--- config.mk ---
export PLATFORM = sky130hd
export DESIGN_NAME = rvvi_retire_scheduler
export DESIGN_NICKNAME = d
export VERILOG_FILES = /design/src/rtl/rvvi_retire_scheduler.sv
export SDC_FILE = /design/constraint.sdc
export NUM_CORES = 1
export LEC_CHECK = 0
export CAP_MARGIN = 40
export CORE_MARGIN = 8
export CORE_UTILIZATION = 43
export CTS_BUF_LIST = sky130_fd_sc_hd__clkbuf_16
export CTS_CLUSTER_DIAMETER = 50
export DETAILED_ROUTE_END_ITERATION = 7
export SLEW_MARGIN = 20
export SYNTH_ARGS = -nofsm -noshare
export SYNTH_HDL_FRONTEND = slang
export SYNTH_SLANG_ARGS = --single-unit
--- constraint.sdc ---
create_clock -name clk -period 12.95 [get_ports clk]
set_clock_uncertainty 0.15 [all_clocks]
set_input_delay 3.885 -clock clk [delete_from_list [all_inputs] [get_ports clk]]
set_output_delay 3.885 -clock clk [all_outputs]
set_load 0.01 [all_outputs]
--- src/rtl/rvvi_retire_scheduler.sv ---
// Multi-lane retire compactor feeding a single-slot RVVI sampler in program order.
// Optional backpressure counter: define RVVI_SCHED_STALL_CNT_EN.
module rvvi_retire_scheduler #(
  parameter int NRET  = 2,
  parameter int RECW  = 96,
  parameter int DEPTH = 8,
  parameter int ORDW  = 64
) (
  input  logic                     clk,
  input  logic                     reset_n,
  input  logic [NRET-1:0]          in_valid,
  input  logic [NRET*RECW-1:0]     in_rec,
  output logic                     in_ready,
  output logic                     out_valid,
  output logic [RECW-1:0]          out_rec,
  output logic [ORDW-1:0]          out_order,
  input  logic                     out_ready,
  input  logic                     halt_req,
  output logic                     halted,
  output logic [$clog2(DEPTH):0]   count,
  output logic [31:0]              stall_cnt
);

  localparam int AW = $clog2(DEPTH);
  localparam int CW = AW + 1;
  localparam logic [CW-1:0] FREE_MAX = CW'(DEPTH - NRET);

  typedef enum logic [1:0] {
    S_RUN,
    S_DRAIN,
    S_HALTED
  } state_e;

  state_e state_q, state_d;

  logic [RECW-1:0] mem_q [DEPTH];
  logic [AW-1:0]   wptr_q, wptr_d;
  logic [AW-1:0]   rptr_q, rptr_d;
  logic [CW-1:0]   count_q, count_d;
  logic [ORDW-1:0] order_q, order_d;

  logic            accept;
  logic            push;
  logic            pop;
  logic [CW-1:0]   npush;
  logic [AW-1:0]   slot [NRET];

  // State register
  always_ff @(posedge clk or negedge reset_n) begin
    if (!reset_n) state_q <= S_RUN;
    else          state_q <= state_d;
  end

  // Next-state logic
  always_comb begin
    state_d = state_q;
    unique case (state_q)
      S_RUN:    if (halt_req)        state_d = S_DRAIN;
      S_DRAIN:  if (count_q == '0)   state_d = S_HALTED;
      S_HALTED: state_d = S_HALTED;
      default:  state_d = S_RUN;
    endcase
  end

  // Output decode
  always_comb begin
    accept = 1'b0;
    halted = 1'b0;
    unique case (state_q)
      S_RUN:    accept = 1'b1;
      S_HALTED: halted = 1'b1;
      default:  ;
    endcase
  end

  assign in_ready  = accept && !halt_req && (count_q <= FREE_MAX);
  assign out_valid = (count_q != '0);
  assign push      = in_ready && (|in_valid);
  assign pop       = out_valid && out_ready;

  // Each valid lane lands after all lower valid lanes
  always_comb begin
    logic [CW-1:0] acc;
    acc = '0;
    for (int i = 0; i < NRET; i++) begin
      slot[i] = wptr_q + acc[AW-1:0];
      if (in_valid[i]) acc = acc + CW'(1);
    end
    npush = acc;
  end

  always_ff @(posedge clk) begin
    if (push) begin
      for (int i = 0; i < NRET; i++) begin
        if (in_valid[i]) mem_q[slot[i]] <= in_rec[i*RECW +: RECW];
      end
    end
  end

  always_comb begin
    wptr_d  = wptr_q;
    rptr_d  = rptr_q;
    order_d = order_q;
    count_d = count_q;
    if (push) begin
      wptr_d  = wptr_q + npush[AW-1:0];
      count_d = count_d + npush;
    end
    if (pop) begin
      rptr_d  = rptr_q + AW'(1);
      order_d = order_q + ORDW'(1);
      count_d = count_d - CW'(1);
    end
  end

  always_ff @(posedge clk or negedge reset_n) begin
    if (!reset_n) begin
      wptr_q  <= '0;
      rptr_q  <= '0;
      count_q <= '0;
      order_q <= ORDW'(1);
    end else begin
      wptr_q  <= wptr_d;
      rptr_q  <= rptr_d;
      count_q <= count_d;
      order_q <= order_d;
    end
  end

  assign out_rec   = mem_q[rptr_q];
  assign out_order = order_q;
  assign count     = count_q;

`ifdef RVVI_SCHED_STALL_CNT_EN
  logic [31:0] stall_q, stall_d;

  always_comb begin
    stall_d = stall_q;
    if (accept && (|in_valid) && !in_ready && (stall_q != '1))
      stall_d = stall_q + 32'd1;
  end

  always_ff @(posedge clk or negedge reset_n) begin
    if (!reset_n) stall_q <= '0;
    else          stall_q <= stall_d;
  end

  assign stall_cnt = stall_q;
`else
  assign stall_cnt = '0;
`endif

endmodule

==> results of run 1 <==
## where the power goes
part / switching, mW / internal [mW] / total, mW
Clock: 1.22 / 1.81 / 3.03
Sequential: 0.126 / 3.11 / 3.24
Combinational: 1.24 / 1.46 / 2.70
Total: 2.58 / 6.38 / 8.96
## routing by layer
metal | up-vias | track usage (%)
met2 | 693 | 37.63
met1 | 12580 | 26.56
met5 | - | 0
met4 | 16 | 6.061
li1 | 10370 | -
met3 | 185 | 4.614
## flip-flops by register name, summed over array words and instances, names as in the netlist
| name | count |
|---|---|
| out_order | 64 |
| count | 4 |
| wptr_q | 3 |
| mem_q | 768 |
| rptr_q | 3 |
| state_q | 2 |
## through the flow
step / setup WS, ns / hold WS [ns] / cell area [um^2]
2_1_floorplan: 0.1805 / 0.3539 / 42220
3_5_place_dp: 3.471 / 0.3061 / 47370
6_report: 3.469 / 0.3216 / 51100
5_1_grt: 3.324 / 0.3466 / 51080
4_1_cts: 3.454 / 0.3241 / 51040
3_3_place_gp: 3.464 / 0.3098 / 46960
## cells in the final DEF, fill, tap and decap left out, drive strengths merged, types with 3 or more instances in the layout
cell type and count:
a21oi 5, and2 5, and3 7, buf 56
bufinv 10, clkbuf 114, clkdlybuf4s50 363, clkinv 45
clkinvlp 14, conb 32, dfrtp 75, diode 15
edfxtp 768, ha 14, inv 48, mux2 867
mux4 192, nand2 41, nand2b 3, nand3 31
nand4 20, nor2 25, nor3 16, nor4 22
nor4b 3, o21ai 4, o21bai 4, xnor2 33
xor2 38
## critical path: stages
cell and delay (ns):
clkdlybuf4s50_1 0.53, nor4b_1 0.41, clkdlybuf4s50_1 0.62
## Yosys cell counts, types with 3 or more instances
cell	number
mux2_2	785
nor2_1	24
buf_1	19
nand2_1	40
nor3_1	14
o21bai_1	4
o21ai_0	4
nand3_1	30
clkbuf_1	35
and3_1	7
nor4_1	18
xor2_1	38
ha_1	14
a21oi_1	5
buf_4	54
dfrtp_1	75
xnor2_1	32
and2_1	5
mux4_2	192
inv_1	20
buf_2	58
buf_6	6
edfxtp_1	768
nand2b_1	3
mux2_1	82
nand4_1	20
## final timing paths
path / to / cells past startpoint / slack (ns)
setup / recovery: in_ready / 3 / 3.47
hold / removal: out_order[63] / 1 / 0.32
setup reg to reg: mem_q[6][40] / 9 / 8.55
hold reg to reg: out_order[63] / 1 / 0.32
max in group asynchronous: out_order[0] / 2 / 8.94
min in group asynchronous: out_order[43] / 1 / 3.07
## cell families after synthesis
logic type,after synthesis,synth area share [%]
buffers and inverters,192,2.473
adder cells (fa/ha/maj),16,0.5112
AND/OR/NAND/NOR,182,2.485
AO/OA/AOI/OAI,17,0.2467
flip-flops,844,59.30
multiplexers,1060,33.48
other,1,0.008907
XOR/XNOR,71,1.495
## layout make-up
| cell class | instances | area share (%) |
|---|---|---|
| flip-flops and latches | 844 | 48.88 |
| multi-input cells | 1378 | 31.94 |
| repair buffers | 419 | 8.659 |
| clock buffers | 114 | 5.583 |
| well taps | 1276 | 3.125 |
| clock inverters | 97 | 1.594 |
| inverters | 20 | 0.1469 |
| diodes | 15 | 0.07346 |
==> impl_metrics.csv, run 1 <==
group,metric,value,unit
logic_synthesis,synth_area,42100,um^2
layout,fillers,7780,
clock_tree,cts_buffer_depth,3,
timing,rsz0062_at_grt,"false",
layout,fin_cells,4163,
timing,hold_viol,0,
logic_synthesis,synth_edf_count,768,
worst_setup_path,end_kind,"primary output",
clock_tree,clkLatencyLatePin,0.67,ns
layout,multi_input_comb_area,16320,um^2
global_routing,grt_first_pass_wirelength,172.6,mm
detailed_routing,wl_met3,7.420,mm
detailed_routing,drt_pass1_iterations,6,
detailed_routing,route.detailed.drc,0,
place,dp_hpwl,67.26,mm
timing,max_freq,105.5,MHz
timing,finalCritPeriodShare,73.21,%
worst_setup_path,criticalPathCategory,"in -> out",
worst_setup_path,worstPathArrival,5.45,ns
logic_synthesis,yosys.cell_types.count,49,
logic_synthesis,synth_top_cells_by_area,"edfxtp_1 55%, mux2_2 21%, mux4_2 10%, dfrtp_1 4.5%, mux2_1 2.2%",
global_routing,grt_usage,21.39,%
timing,slew_violations,0,
timing,relSlewSlack,39.43,%
detailed_routing,drtIter0Drc,1718,
die,initial_core_util,43.47,%
die,core_region_area,96850,um^2
layout,drive_above_1_share,43.18,%
place,gp_congestion,0.7813,
timing,setup_viol,0,
run,max-cap-violations,0,
detailed_routing,routed_wl,117.7,mm
clock_tree,cts_sinks,844,
logic_synthesis,yosysTopAreaCell,"edfxtp_1",
clock_tree,ctsResizeCount,0,
clock_tree,numCtsBuffers,114,
clock_tree,post-cts-setup-buffers,0,
global_routing,gr-total-overflow,0,
worst_setup_path,crit_required,8.91,ns
logic_synthesis,async_flop_share,9.005,%
logic_synthesis,synthFlopType,"edfxtp_1",
logic_synthesis,ys_seq_area_share,59.30,%
layout,ff_latch_area,24980,um^2
clock_tree,htree_num_levels,3,
worst_setup_path,r2r-start,"wptr_q[0]",
timing,period_minus_slack,9.481,ns
layout,utilization,52.76,%
detailed_routing,top_layer,"met5",
die,num_io_pins,397,
run_status,status,"completed",
detailed_routing,ant_nets,0,
die,chipHeight,328.9,um
pwr,power,8.960,mW
die,die_w,328.9,um
logic_synthesis,ys_seq_elements,844,
worst_setup_path,start_kind,"input port",
layout,finalNetCount,2991,
global_routing,grt_max_degree,98,
global_routing,grt_pass1_vias,26190,
detailed_routing,vias,23850,
place,portBuffers,364,
clock_tree,cts_root_buf,"clkbuf_16",
place,place_inst,3936,
detailed_routing,wl_per_cell,28.26,um
detailed_routing,route.met2.wl,60.48,mm
logic_synthesis,synth_top_area_share,54.78,%
logic_synthesis,yosysWarnings,0,
detailed_routing,via_per_inst,5.728,
die,die_area,108200,um^2
min_path,min_from,"out_order[63]",
timing,worst_pin_slew,0.9086,ns
pwr,powerDensity,175.4,nW/um^2
logic_synthesis,synthCells,2383,
layout,area_growth,21.36,%
detailed_routing,met1Wirelength,47.11,mm
pwr,vdd_drop_max,0.0001627,V
min_path,hold_class,"reg -> reg",
clock_tree,postCtsHoldBufs,0,
clock_tree,clkSlewWorstSetupHoldPaths,0.06,ns
die,fp-row-count,114,
timing,setup-tns-final,0,ns
logic_synthesis,syn_avg_cell_area,17.67,um^2
pwr,p_leak,17.04,nW
clock_tree,cts_tree,"built",
global_routing,antenna_found_initial,25,
worst_setup_path,crit_fanout,4,
worst_setup_path,crit_start,"halt_req",
No activity file was read; power rests on OpenSTA's default activity.
==> run 2: changes to the inputs <==
--- a/config.mk
+++ b/config.mk
@@ -11,6 +11,7 @@
 export CTS_BUF_LIST = sky130_fd_sc_hd__clkbuf_16
 export CTS_CLUSTER_DIAMETER = 50
 export DETAILED_ROUTE_END_ITERATION = 7
+export PLACE_DENSITY = 0.65
 export SLEW_MARGIN = 20
 export SYNTH_ARGS = -nofsm -noshare
 export SYNTH_HDL_FRONTEND = slang
==> constraint.sdc (replaced) <==
create_clock -name clk -period 8.58 [get_ports clk]
set_clock_uncertainty 0.15 [all_clocks]
set_input_delay 2.574 -clock clk [delete_from_list [all_inputs] [get_ports clk]]
set_output_delay 2.574 -clock clk [all_outputs]
set_load 0.01 [all_outputs]
==> impl_metrics.csv, run 2 (synthesis gave the netlist of run 1 again) <==
group,metric,value,unit
worst_setup_path,cp_slowest_cell,"clkdlybuf4s50_1",
layout,finalNetCount,2981,
timing,rsz0062_at_grt,"false",
place,gp_congestion,0.8418,
die,chipHeight,328.9,um
clock_tree,clkSlewWorstSetupHoldPaths,0.06,ns
pwr,combinationalPowerShare,30.4,%
global_routing,grt_max_degree,97,
layout,final_common_cell,"mux2_2",
die,die_w,328.9,um
worst_setup_path,crit_chain,"clkdlybuf4s50_1 -> nor4b_1 -> clkdlybuf4s50_1",
detailed_routing,routed_wl,114.2,mm
pwr,p_leak,17.05,nW
detailed_routing,drtIter0Drc,1694,
worst_setup_path,criticalPathCategory,"in -> out",
place,portBuffers,364,
timing,hold_viol,0,
timing,period_minus_slack,6.918,ns
place,place_inst,3933,
global_routing,gr-total-overflow,0,
clock_tree,clkLatencyLatePin,0.66,ns
global_routing,grt_pass1_vias,25970,
clock_tree,postCtsHoldBufs,0,
clock_tree,post-cts-setup-buffers,0,
timing,finalCritPeriodShare,80.63,%
clock_tree,htree_num_levels,3,
timing,hold_slack,0.3311,ns
timing,slew_violations,0,
layout,largest_reg_flops,768,
layout,area_growth,21.30,%
worst_setup_path,crit_fanout,4,
die,num_io_pins,397,
detailed_routing,vias,23840,
pwr,p_sw,3.815,mW
die,core_region_area,96850,um^2
clock_tree,cts_sinks,844,
pwr,clock_power_share,33.2,%
clock_tree,cts_tree,"built",
min_path,hold_class,"reg -> reg",
timing,max_freq,144.5,MHz
detailed_routing,ant_nets,0,
timing,worst_pin_slew,0.9065,ns
pwr,vdd_drop_max,0.0001706,V
pwr,powerDensity,263.1,nW/um^2
global_routing,antenna_found_initial,26,
clock_tree,numCtsBuffers,107,
layout,drive_above_1_share,42.73,%
worst_setup_path,worstPathArrival,4.19,ns
pwr,seqPwrFrac,36.4,%
detailed_routing,wl_per_cell,27.53,um
pwr,swShare,28.39,%
worst_setup_path,crit_top_cell,"clkdlybuf4s50_1",
run_status,status,"completed",
detailed_routing,route.detailed.drc,0,
detailed_routing,via_per_inst,5.746,
run,max-cap-violations,0,
worst_setup_path,slowest_delay,0.62,ns
clock_tree,cts_root_buf,"clkbuf_16",
clock_tree,ctsResizeCount,0,
detailed_routing,drt_pass1_iterations,5,
place,dp_hpwl,66.14,mm
die,die_area,108200,um^2
pwr,p_int,9.623,mW
clock_tree,cts_buffer_depth,3,
layout,layout_common_cells,"785 x mux2_2, 768 x edfxtp_1, 363 x clkdlybuf4s50_1",
worst_setup_path,end_kind,"primary output",
die,fp-row-count,114,
worst_setup_path,crit_required,5.86,ns
worst_setup_path,start_kind,"input port",
global_routing,grt_usage,20.76,%
pwr,power,13.44,mW
global_routing,grt_first_pass_wirelength,168.1,mm
die,initial_core_util,43.47,%
timing,setup-tns-final,0,ns
timing,setup_viol,0,
layout,fin_cells,4149,
timing,relSlewSlack,39.57,%
worst_setup_path,reg2reg_slack,4.82,ns
run 2: cell types whose count changed in the layout (fill, tap and decap cells not counted), sizes merged:
cell and delta:
buf -3, bufinv +2, clkbuf -2, clkinv -16
clkinvlp -3, diode +3, inv +5
run 2: final timing paths:
check,start,endpoint,cells past startpoint
worst min-delay path,out_order[63],out_order[63],1
min in group asynchronous,reset_n,out_order[57],1
max in group asynchronous,reset_n,out_order[27],2
worst max register to register,state_q[0],mem_q[0][39],11
worst min register to register,out_order[63],out_order[63],1
worst max-delay path,halt_req,in_ready,3
run 2: cell type report:
| class | instances | area, um^2 |
|---|---|---|
| Fill cell | 7655 | 45780 |
| Sequential cell | 844 | 24980 |
| Multi-Input combinational cell | 1378 | 16320 |
| Timing Repair Buffer | 416 | 4484 |
| Clock buffer | 112 | 2803 |
| Tap cell | 1276 | 1597 |
| Clock inverter | 85 | 770.7 |
| Inverter | 20 | 75.07 |
| Antenna cell | 18 | 45.04 |
run 2: power groups by stage:
stage / registers, mW / logic, mW / clock network [mW]
floorplan: 4.87 / 2.46 / 0
global placement: 5.05 / 3.97 / 0
detailed placement: 4.97 / 4.14 / 0
CTS: 4.89 / 4.16 / 4.56
global route: 4.91 / 4.33 / 4.72
finish: 4.89 / 4.08 / 4.46
run 2: metal layers:
metal	routed length (um)	GRT usage [%]	vias to the layer above	share of wire, %
li1	-	-	10360	-
met1	46560	26.50	12590	41
met2	57380	35.14	723	50
met3	7760	5.005	155	6.8
met4	2421	6.233	16	2.1
met5	104	0	-	0.091
run 2: metrics by stage:
step                      area (um^2)  setup slack [ns]  util (%)
after floorplan                 42230           -0.1862         -
after global placement          47130             1.731     48.66
after detailed placement        47420             1.678     48.97
after CTS                       51000             1.656     52.65
after global routing            51050             1.597     52.71
final                           51070             1.662     52.73
run 2: critical path: cells and delay by family:
kind / cells / cell delay (ns)
AND/OR/NAND/NOR: 1 / 0.45
buffers and inverters: 2 / 1.17
==> run 3: changes to the inputs <==
==> constraint.sdc (replaced) <==
create_clock -name clk -period 6.1 [get_ports clk]
set_clock_uncertainty 0.15 [all_clocks]
set_input_delay 1.83 -clock clk [delete_from_list [all_inputs] [get_ports clk]]
set_output_delay 1.83 -clock clk [all_outputs]
set_load 0.01 [all_outputs]
==> impl_metrics.csv, run 3 (synthesis gave the netlist of run 1 again) <==
group,metric,value,unit
run_status,status,"completed",
clock_tree,ctsResizeCount,0,
global_routing,grt_usage,21.20,%
detailed_routing,routed_wl,116.0,mm
timing,max_freq,185.2,MHz
worst_setup_path,criticalPathCategory,"reg -> out",
timing,slew_violations,0,
detailed_routing,vias,23810,
worst_setup_path,worstPathArrival,3.42,ns
worst_setup_path,crit_buf_inv,3,
place,place_area,47780,um^2
layout,fin_cells,4168,
die,die_area,108200,um^2
clock_tree,cts_tree,"built",
worst_setup_path,path_delay_family,"buffers and inverters",
timing,rsz0062_at_grt,"false",
detailed_routing,drtIter0Drc,1795,
global_routing,grt_first_pass_wirelength,171.3,mm
timing,layout_setup_ws,0.7002,ns
worst_setup_path,crit_chain,"buf_16 -> buf_12 -> mux4_2 -> mux2_2 -> clkdlybuf4s50_1",
place,place_inst,3954,
clock_tree,cts_buffer_depth,3,
pwr,power,19.00,mW
timing,setup-tns-final,0,ns
clock_tree,htree_num_levels,3,
worst_setup_path,crit_required,4.12,ns
timing,relSlewSlack,43.42,%
clock_tree,clkLatencyLatePin,0.66,ns
die,chipHeight,328.9,um
die,initial_core_util,43.47,%
worst_setup_path,crit_fanout,32,
die,fp-row-count,114,
worst_setup_path,slowest_delay,0.66,ns
timing,setup_viol,0,
die,core_region_area,96850,um^2
place,place_ws,0.4950,ns
detailed_routing,ant_nets,0,
run,max-cap-violations,0,
clock_tree,postCtsHoldBufs,0,
layout,area_growth,22.03,%
worst_setup_path,end_kind,"primary output",
layout,final_area,51380,um^2
timing,worst_pin_slew,0.8465,ns
worst_setup_path,start_kind,"flop",
clock_tree,post-cts-setup-buffers,0,
global_routing,gr-total-overflow,0,
timing,finalCritPeriodShare,88.52,%
clock_tree,cts_sinks,844,
timing,hold_viol,0,
global_routing,grt_max_degree,61,
min_path,hold_class,"reg -> reg",
place,dp_hpwl,68.50,mm
clock_tree,numCtsBuffers,107,
timing,period_minus_slack,5.400,ns
global_routing,grt_pass1_vias,26280,
place,portBuffers,364,
global_routing,antenna_found_initial,26,
layout,finalNetCount,3001,
detailed_routing,route.detailed.drc,0,
layout,drive_above_1_share,42.99,%
layout,largest_reg_flops,768,
detailed_routing,drt_pass1_iterations,6,
place,gp_congestion,0.8219,
layout,final_common_cell,"mux2_2",
die,num_io_pins,397,
die,die_w,328.9,um
worst_setup_path,cp_slowest_cell,"dfrtp_4",
detailed_routing,via_per_inst,5.713,
layout,layout_common_cells,"785 x mux2_2, 768 x edfxtp_1, 363 x clkdlybuf4s50_1",
pwr,powerDensity,369.7,nW/um^2
clock_tree,cts_root_buf,"clkbuf_16",
detailed_routing,wl_per_cell,27.83,um
clock_tree,clkSlewWorstSetupHoldPaths,0.05,ns
pwr,vdd_drop_max,0.0002316,V
pwr,p_leak,17.16,nW
## run 3: changes by cell type in the layout (fill, tap and decap cells not counted), sizes merged
cell,delta
diode,-1
bufinv,+2
buf,+20
clkinvlp,-5
clkbuf,-2
inv,-6
clkinv,+11
## run 3: report_power, final
part,internal [mW],switching [mW]
combinational,3.16,2.66
clock,3.85,2.43
sequential,6.61,0.287
## run 3: area by class of cell
class,count,area (um^2)
fillers,7728,45470
flip-flops and latches,844,24980
multi-input cells,1378,16320
repair buffers,436,4810
clock buffers,110,2753
well taps,1276,1597
clock inverters,87,807.0
inverters,20,75.07
diodes,17,42.54
## run 3: through the flow
step | util, % | hold WS [ns]
6_report | 53.05 | 0.3254
5_1_grt | 53.03 | 0.3527
4_1_cts | 53.00 | 0.3270
3_5_place_dp | 49.33 | 0.3093
3_3_place_gp | 49.25 | 0.3126
2_1_floorplan | - | 0.3539
## run 3: layer usage
layer	GRT usage, %	up-vias	wire length (um)
li1	-	10420	-
met4	6.710	18	2723
met2	36.65	728	58600
met5	0	-	120
met1	26.54	12470	46940
met3	4.656	179	7616
## run 3: final timing paths
check / startpoint / end / slack, ns / depth (start not counted)
max: rptr_q[0] / out_rec[26] / 0.70 / 5
min: out_order[63] / out_order[63] / 0.33 / 1
max reg2reg: wptr_q[0] / mem_q[7][37] / 2.66 / 6
min reg2reg: out_order[63] / out_order[63] / 0.33 / 1
max in group asynchronous: reset_n / out_order[0] / 4.16 / 2
min in group asynchronous: reset_n / out_order[40] / 1.00 / 1
